<file path="src/rtl/fpu_bcd_to_binary.sv">
// rtl/fpu_bcd_to_binary.sv - 18-digit packed BCD to 64-bit binary converter
// One digit per cycle, MSD first, through a shift-add multiply-by-10 accumulator.
module fpu_bcd_to_binary (
  input  logic        clk,
  input  logic        reset,
  input  logic        start,
  input  logic [79:0] bcd_in,
  output logic        busy,
  output logic        done,
  output logic [63:0] binary_out,
  output logic        sign_out,
  output logic        zero,
  output logic        invalid
);

  localparam logic S_IDLE    = 1'b0;
  localparam logic S_CONVERT = 1'b1;
  localparam logic [4:0] LAST_DIGIT = 5'd17;

  logic        state_q, state_d;
  logic [4:0]  cnt_q, cnt_d;
  logic [71:0] shreg_q, shreg_d;
  logic [63:0] acc_q, acc_d;
  logic        sign_q, sign_d;
  logic        inv_q, inv_d;
  logic        done_q, done_d;
  logic [63:0] bin_q, bin_d;
  logic        sign_out_q, sign_out_d;
  logic        zero_q, zero_d;
  logic        invalid_q, invalid_d;

  logic [3:0]  digit;
  logic        digit_bad;
  logic [63:0] acc_next;
  logic        unused_pad_bits;

  // Bits 78:72 of the operand carry no information for the magnitude.
  assign unused_pad_bits = ^bcd_in[78:72];

  assign digit     = shreg_q[71:68];
  assign digit_bad = (digit > 4'd9);
  assign acc_next  = (acc_q << 3) + (acc_q << 1) + {60'd0, digit};

  always_comb begin
    state_d    = state_q;
    cnt_d      = cnt_q;
    shreg_d    = shreg_q;
    acc_d      = acc_q;
    sign_d     = sign_q;
    inv_d      = inv_q;
    done_d     = 1'b0;
    bin_d      = bin_q;
    sign_out_d = sign_out_q;
    zero_d     = zero_q;
    invalid_d  = invalid_q;

    case (state_q)
      S_IDLE: begin
        if (start) begin
          shreg_d = bcd_in[71:0];
          sign_d  = bcd_in[79];
          acc_d   = 64'd0;
          cnt_d   = 5'd0;
          inv_d   = 1'b0;
          state_d = S_CONVERT;
        end
      end
      S_CONVERT: begin
        acc_d   = acc_next;
        shreg_d = shreg_q << 4;
        inv_d   = inv_q | digit_bad;
        cnt_d   = cnt_q + 5'd1;
        // Result registers only move on the completion edge.
        if (cnt_q == LAST_DIGIT) begin
          bin_d      = acc_next;
          zero_d     = (acc_next == 64'd0);
          sign_out_d = sign_q;
          invalid_d  = inv_q | digit_bad;
          done_d     = 1'b1;
          cnt_d      = 5'd0;
          state_d    = S_IDLE;
        end
      end
      default: state_d = S_IDLE;
    endcase
  end

  always_ff @(posedge clk) begin
    if (reset) begin
      state_q    <= S_IDLE;
      cnt_q      <= 5'd0;
      shreg_q    <= 72'd0;
      acc_q      <= 64'd0;
      sign_q     <= 1'b0;
      inv_q      <= 1'b0;
      done_q     <= 1'b0;
      bin_q      <= 64'd0;
      sign_out_q <= 1'b0;
      zero_q     <= 1'b1;
      invalid_q  <= 1'b0;
    end else begin
      state_q    <= state_d;
      cnt_q      <= cnt_d;
      shreg_q    <= shreg_d;
      acc_q      <= acc_d;
      sign_q     <= sign_d;
      inv_q      <= inv_d;
      done_q     <= done_d;
      bin_q      <= bin_d;
      sign_out_q <= sign_out_d;
      zero_q     <= zero_d;
      invalid_q  <= invalid_d;
    end
  end

  assign busy       = (state_q == S_CONVERT);
  assign done       = done_q;
  assign binary_out = bin_q;
  assign sign_out   = sign_out_q;
  assign zero       = zero_q;
  assign invalid    = invalid_q;

endmodule

</file>
<file path="config.mk">
export PLATFORM = sky130hd
export DESIGN_NAME = fpu_bcd_to_binary
export DESIGN_NICKNAME = d
export VERILOG_FILES = /design/src/rtl/fpu_bcd_to_binary.sv
export SDC_FILE = /design/constraint.sdc
export NUM_CORES = 1
export LEC_CHECK = 0
export CORE_MARGIN = 4
export CORE_UTILIZATION = 57
export DETAILED_ROUTE_END_ITERATION = 12
export GPL_TIMING_DRIVEN = 0
export MAX_ROUTING_LAYER = met4
export PLACE_DENSITY = 0.91
export REMOVE_ABC_BUFFERS = 1
export SYNTH_ARGS = -nofsm -noshare
export SYNTH_HDL_FRONTEND = slang
export SYNTH_SLANG_ARGS = --single-unit
</file>
<file path="constraint.sdc">
create_clock -name clk -period 5 [get_ports clk]
set_input_delay 1 -clock clk [delete_from_list [all_inputs] [get_ports clk]]
set_output_delay 1 -clock clk [all_outputs]
set_load 0.01 [all_outputs]
</file>
==> summary.txt, run 1 <==
Run status
  – Run status: finished, final reports clean

Logic synthesis
  – Yosys warnings: 0
  – Mapped cell area: 13,120 um^2
  – Synth Instances: 1,683
  – FF+latch count, synth: 211
  – Top area cells in the synthesized netlist: dfxtp_1, ha_1, a21oi_1
  – Share of the synthesized area in the top cell type: 0.3221
  – Count leader, synth: nor2_1
  – Syn_area_per_cell: 7.793 um^2
  – Cell variety after synth: 82
  – Sequential fraction of the synthesis area: 0.3221
  – Async S/R FF share, synth: 0
  – Number of enable flip-flop cells after synthesis: 0
  – Area leader, netlist: dfxtp_1
  – Most frequent cells after synthesis: nor2_1, a21oi_1, dfxtp_1, nand2_1, ha_1
  – Top FF cell, synth: dfxtp_1

Setup path
  – RR Startpoint: shreg_q[71]$_SDFFE_PP0P_
  – Critical path fanouts, max: 5
  – CP dominant cell by count: inv_1
  – Max incr delay on CP: 0.64 ns
  – Setup CP Type: reg -> reg
  – Reg-to-reg slack, setup: 0.09 ns
  – CP max-delay cell: or4_4
  – CP endpoint kind: register
  – R2r worst-path depth: 15
  – CP Cell Sequence: inv_1, fa_1, inv_1, ha_1, a211oi_4, o21bai_2, a221oi_4, a21oi_1, nand2_1, o31ai_1, xor2_1, or4_4, nor4_2, nand4_1, o21ai_1
  – Worst EP arrival: 5.38 ns
  – WP data required: 5.47 ns
  – Crit start category: register
  – R2R Path End: zero$_SDFFE_PP1P_

Power and ir drop
  – Sw Ratio: 0.2336
  – Clock share of power: 0.492
  – Sequential power share: 0.434
  – Comb pwr share: 0.073
  – Peak VDD IR: 0.0002511 V
  – Leak: 0.006976 uW
  – P_sw: 942.2 uW
  – Pwr dens: 258.7 nW/um^2
  – Int Power: 3091 uW

GRT
  – Vias in the first global route: 12,060
  – Largest net degree at the start of global routing: 108
  – Initial antenna violation count: 0
  – Congestion Overflow GR: 0
  – GRT Overall Usage: 0.2764
  – First-pass GRT wire length: 58.97 mm

STA
  – Final hold violation count: 0
  – Worst Max-Slew Pin Slew: 1.074 ns
  – Max-slew violation count: 0
  – RSZ-0062 raised after global routing: false
  – Final worst clock skew: 0.007690 ns
  – Final period utilization: 0.9826
  – Fmax: 0.2035 GHz
  – Minimum clock period after layout: 4.913 ns
  – Slew HR: 0.2843
  – Final setup violation count: 0

Placed design
  – Placed cell area: 14,670 um^2
  – GP Congestion: 0.9524
  – IO Port Bufs: 144
  – Post-DP HPWL: 26.17 mm

Floorplanning
  – Die W: 159.7 um
  – Die Area: 25,500 um^2
  – Die height: 159.7 um
  – Initial core utilization: 0.5793
  – Core Rows: 55
  – Core box area: 22,640 um^2
  – IO Pins: 152

Layout
  – Area grow syn2layout: 18.86%
  – Fillers: 1,772
  – N_diodes: 0
  – Fraction of layout cells with a size suffix above 1: 0.04904
  – Nets@finish: 1,965
  – Fin util: 0.6885
  – Finished Cell Area: 15,590 um^2

Drt
  – Via/cell ratio: 5.993
  – Routed WL per cell: 17.38 um
  – DRT iter0 DRCs: 812
  – Antenna-violating nets left: 0
  – First-pass iteration count of the detailed router: 5
  – Drt drc: 0
  – Total number of vias: 12,340
  – Routed WL: 35.79 mm

Clock network
  – CTS Buf Count: 24
  – H-tree levels: 1
  – Post-CTS Hold Fix Bufs: 0
  – TritonCTS clock tree: yes
  – Clock tree sinks: 211
  – Clock Path Buffers: 3
  – Clk slew on worst S/H paths: 0.06 ns
  – Worst skew pair latency: 0.53 ns
  – Clk root buf: clkbuf_16

Flow run
  – Max_cap viols: 0

Hold path
  – Hold Crit Start: binary_out[55]$_SDFFE_PP0P_
  – Min-Delay Path Class: reg -> reg
  – Worst Hold End: binary_out[55]$_SDFFE_PP0P_
  – Cells on Worst Hold Path: 2
[per-layer routing]
| layer | wire (um) | global-route usage | part of all wire |
|---|---|---|---|
| met1 | 15570 | 0.3440 | 0.44 |
| met2 | 16890 | 0.4598 | 0.47 |
| met3 | 2260 | 0.04955 | 0.063 |
| met4 | 1071 | 0.08402 | 0.030 |
| met5 | 0 | - | 0 |
[cell families after synthesis]
group                      count (synthesis)  synth area share
and+or+nand+nor                          647            0.2196
AOI/OAI and AO/OA                        441            0.2053
DFF                                      211            0.3221
buffers and inverters                    128           0.03759
adders and majority gates                126            0.1214
muxes                                     74           0.05667
xor gates and xnor gates                  56           0.03740
[worst max-delay path, delay by kind of cell (launching register included)]
family / cells / cell delay, ns
AO/OA/AOI/OAI: 6 / 1.77
XOR/XNOR: 1 / 0.36
adder cells (fa/ha/maj): 2 / 0.89
buffers and inverters: 2 / 0.14
flip-flops: 1 / 0.33
AND/OR/NAND/NOR: 4 / 1.36
[flip-flops by register name, indices dropped and copies added, names as in the netlist, 5 cells and up]
register and flops:
cnt_q 5, binary_out 64, acc_q 63, shreg_q 72
[how the worst max path moves through the flow]
stage                              from                end  slack, ns  cells past startpoint
4_1_cts        shreg_q[71]$_SDFFE_PP0P_  zero$_SDFFE_PP1P_       0.07                     14
5_1_grt        shreg_q[71]$_SDFFE_PP0P_  zero$_SDFFE_PP1P_       0.08                     15
3_5_place_dp   shreg_q[71]$_SDFFE_PP0P_  zero$_SDFFE_PP1P_       0.13                     14
3_3_place_gp            busy$_SDFF_PP0_  zero$_SDFFE_PP1P_      -7.09                      9
6_report       shreg_q[71]$_SDFFE_PP0P_  zero$_SDFFE_PP1P_       0.09                     15
2_1_floorplan           busy$_SDFF_PP0_  zero$_SDFFE_PP1P_      -2.88                      9
[cell usage in the layout, fill, tap and decap left out, drive strengths merged, types with 37 or more instances in the layout]
cell,netlist,routed
clkdlybuf4s50,0,142
o21ai,37,37
ha,124,124
nor2,294,294
xnor2,39,39
nand2,178,178
mux2i,72,72
a21oi,264,264
dfxtp,211,211
and3,59,59
[power groups by stage]
stage | Combinational (uW) | Clock, uW | Sequential (uW)
after global placement | 263 | 0 | 1810
final | 296 | 1990 | 1750
after CTS | 294 | 2010 | 1750
after detailed placement | 289 | 0 | 1790
after floorplan | 129 | 0 | 1800
after global routing | 325 | 2090 | 1760
[metrics by stage]
stage | setup WS, ns | hold WS (ns) | TNS, ns | instances | total power (uW)
4_1_cts | 0.07297 | 0.4543 | 0 | 2059 | 4059
5_1_grt | 0.08316 | 0.4696 | 0 | 2059 | 4168
2_1_floorplan | -2.875 | 0.4223 | -235.56 | 1580 | 1924
3_5_place_dp | 0.1277 | 0.4456 | 0 | 2015 | 2077
6_report | 0.08709 | 0.4510 | 0 | 2059 | 4033
3_3_place_gp | -7.094 | 0.4379 | -802.92 | 2009 | 2072
[final cells by class]
class                      count  area, um^2  area share
clock buffer                  32       690.7     0.04431
clock inverter                12       220.2     0.01413
inverter                      25       95.09    0.006100
multi-input combinational   1344        8408      0.5394
sequential                   211        4228      0.2712
tap                          285       356.6     0.02288
timing repair buffer         150        1590      0.1020
[what timing repair did]
item | 4_1_cts | 5_1_grt
setup endpoints to repair | 0 | 1
gates resized for setup | 0 | 1
endpoints found under the hold margin | 0 | 0
setup buffers | 0 | 0
Note: power is estimated with default switching activity, not from simulation.
==> run 2: changes to the inputs <==
==> constraint.sdc (replaced) <==
create_clock -name clk -period 4.6 [get_ports clk]
set_input_delay 0.92 -clock clk [delete_from_list [all_inputs] [get_ports clk]]
set_output_delay 0.92 -clock clk [all_outputs]
set_load 0.01 [all_outputs]
==> summary.txt, run 2 (same netlist as run 1, synthesis figures left out) <==
Clock network
  – Clock Path Buffers: 3
  – Worst skew pair latency: 0.53 ns
  – CTS Buf Count: 24
  – Post-CTS Hold Fix Bufs: 0
  – Clk slew on worst S/H paths: 0.06 ns
  – H-tree levels: 1
  – Clk root buf: clkbuf_16
  – TritonCTS clock tree: yes
  – Clock tree sinks: 211

Layout
  – Most frequent cells in the layout: nor2_1, a21oi_1, dfxtp_1
  – Largest register FFs: 72
  – N_diodes: 0
  – Fin util: 0.6931
  – Most common cell after layout, fill and taps aside: nor2_1
  – Area grow syn2layout: 19.65%
  – Nets@finish: 1,967
  – Reg with most FFs: shreg_q
  – Fraction of layout cells with a size suffix above 1: 0.05518
  – Fin cells: 2,061

STA
  – Final period utilization: 0.9703
  – Min Hold Slack: 0.4511 ns
  – Setup ws final: 0.1367 ns
  – Worst Max-Slew Pin Slew: 1.041 ns
  – Max-slew violation count: 0
  – Final worst clock skew: 0.008704 ns
  – Minimum clock period after layout: 4.463 ns
  – Slew HR: 0.3062
  – Final hold violation count: 0
  – Fmax: 0.2240 GHz
  – Final setup violation count: 0

Drt
  – First-pass iteration count of the detailed router: 5
  – Via/cell ratio: 6.011
  – DRT iter0 DRCs: 905
  – Drt drc: 0
  – Antenna-violating nets left: 0
  – Total number of vias: 12,390
  – Routed WL per cell: 17.41 um
  – Routed WL: 35.89 mm

Placed design
  – Inst Count DP: 2,015
  – GP Congestion: 0.9524
  – Pre-CTS setup slack: -0.2723 ns
  – IO Port Bufs: 144
  – Post-DP HPWL: 26.17 mm

Power and ir drop
  – Peak VDD IR: 0.0002730 V
  – Leak: 0.006993 uW
  – Pwr dens: 279.1 nW/um^2
  – Design Power: 4380 uW

Floorplanning
  – Core box area: 22,640 um^2
  – Core Rows: 55
  – Die W: 159.7 um
  – Die height: 159.7 um
  – IO Pins: 152
  – Die Area: 25,500 um^2
  – Initial core utilization: 0.5793

GRT
  – Largest net degree at the start of global routing: 108
  – First-pass GRT wire length: 59.17 mm
  – Congestion Overflow GR: 0
  – Initial antenna violation count: 0
  – Vias in the first global route: 12,060
  – GRT Overall Usage: 0.2772

Setup path
  – WP data required: 5.06 ns
  – Critical path fanouts, max: 5
  – CP endpoint kind: register
  – Worst EP arrival: 4.93 ns
  – Crit start category: register
  – Setup CP Type: reg -> reg

Hold path
  – Min-Delay Path Class: reg -> reg

Run status
  – Run status: finished, final reports clean

Flow run
  – Max_cap viols: 0
[run 2: changes by cell type in the layout (fill, tap and decap cells not counted), moves of 2 or more]
cell      delta
o31ai_1      -3
a211oi_2     -2
o31ai_2      +3
a211oi_4     +2
buf_4        +2
[run 2: worst paths after layout]
kind	startpoint	cells past startpoint	endpoint	slack, ns
setup / recovery	acc_q[2]$_SDFFE_PP0P_	15	zero$_SDFFE_PP1P_	0.14
hold / removal	binary_out[31]$_SDFFE_PP0P_	2	binary_out[31]$_SDFFE_PP0P_	0.45
setup reg to reg	acc_q[2]$_SDFFE_PP0P_	15	zero$_SDFFE_PP1P_	0.14
hold reg to reg	binary_out[31]$_SDFFE_PP0P_	2	binary_out[31]$_SDFFE_PP0P_	0.45
[run 2: per-stage QoR]
step,setup TNS (ns),instance area (um^2)
final,0,15690
after global routing,-0.03438,15690
after CTS,0,15630
after detailed placement,-0.2723,14670
after global placement,-881.40,14510
after floorplan,-288.82,12720
[run 2: power breakdown]
part / internal, uW / switching (uW) / total, uW
logic: 144 / 177 / 321
registers: 1870 / 34.1 / 1900
clock network: 1350 / 809 / 2150
total: 3360 / 1020 / 4380
[run 2: timing repair]
action,CTS,global route
pin swaps,0,6
gates resized for setup,6,11
setup buffers,0,2
setup endpoints to repair,1,1
[run 2: final cells by class]
class / instances / area [um^2]
Timing Repair Buffer: 152 / 1605
Clock buffer: 32 / 690.7
Multi-Input combinational cell: 1344 / 8497
Tap cell: 285 / 356.6
Fill cell: 1765 / 6948
Inverter: 25 / 95.09
Clock inverter: 12 / 220.2
Sequential cell: 211 / 4228
[run 2: per-layer routing]
layer  part of all wire  track usage  vias up
met3              0.061      0.04800       81
met4              0.028      0.07968        0
li1                   -            -     6098
met1               0.44       0.3461     5828
met5                  0            -        -
met2               0.47       0.4632      381
[run 2: critical path, cell delays in order (launching register included)]
cell      delay [ns]
dfxtp_1         0.34
inv_1           0.08
fa_1            0.58
inv_1           0.06
ha_1            0.31
a211oi_4        0.08
o21bai_2        0.29
a221oi_4        0.15
a21oi_2         0.34
nand2_1         0.12
o31ai_2         0.42
xor2_1          0.30
or4_4           0.63
nor4_4          0.34
nand4_1         0.19
o21ai_1         0.16
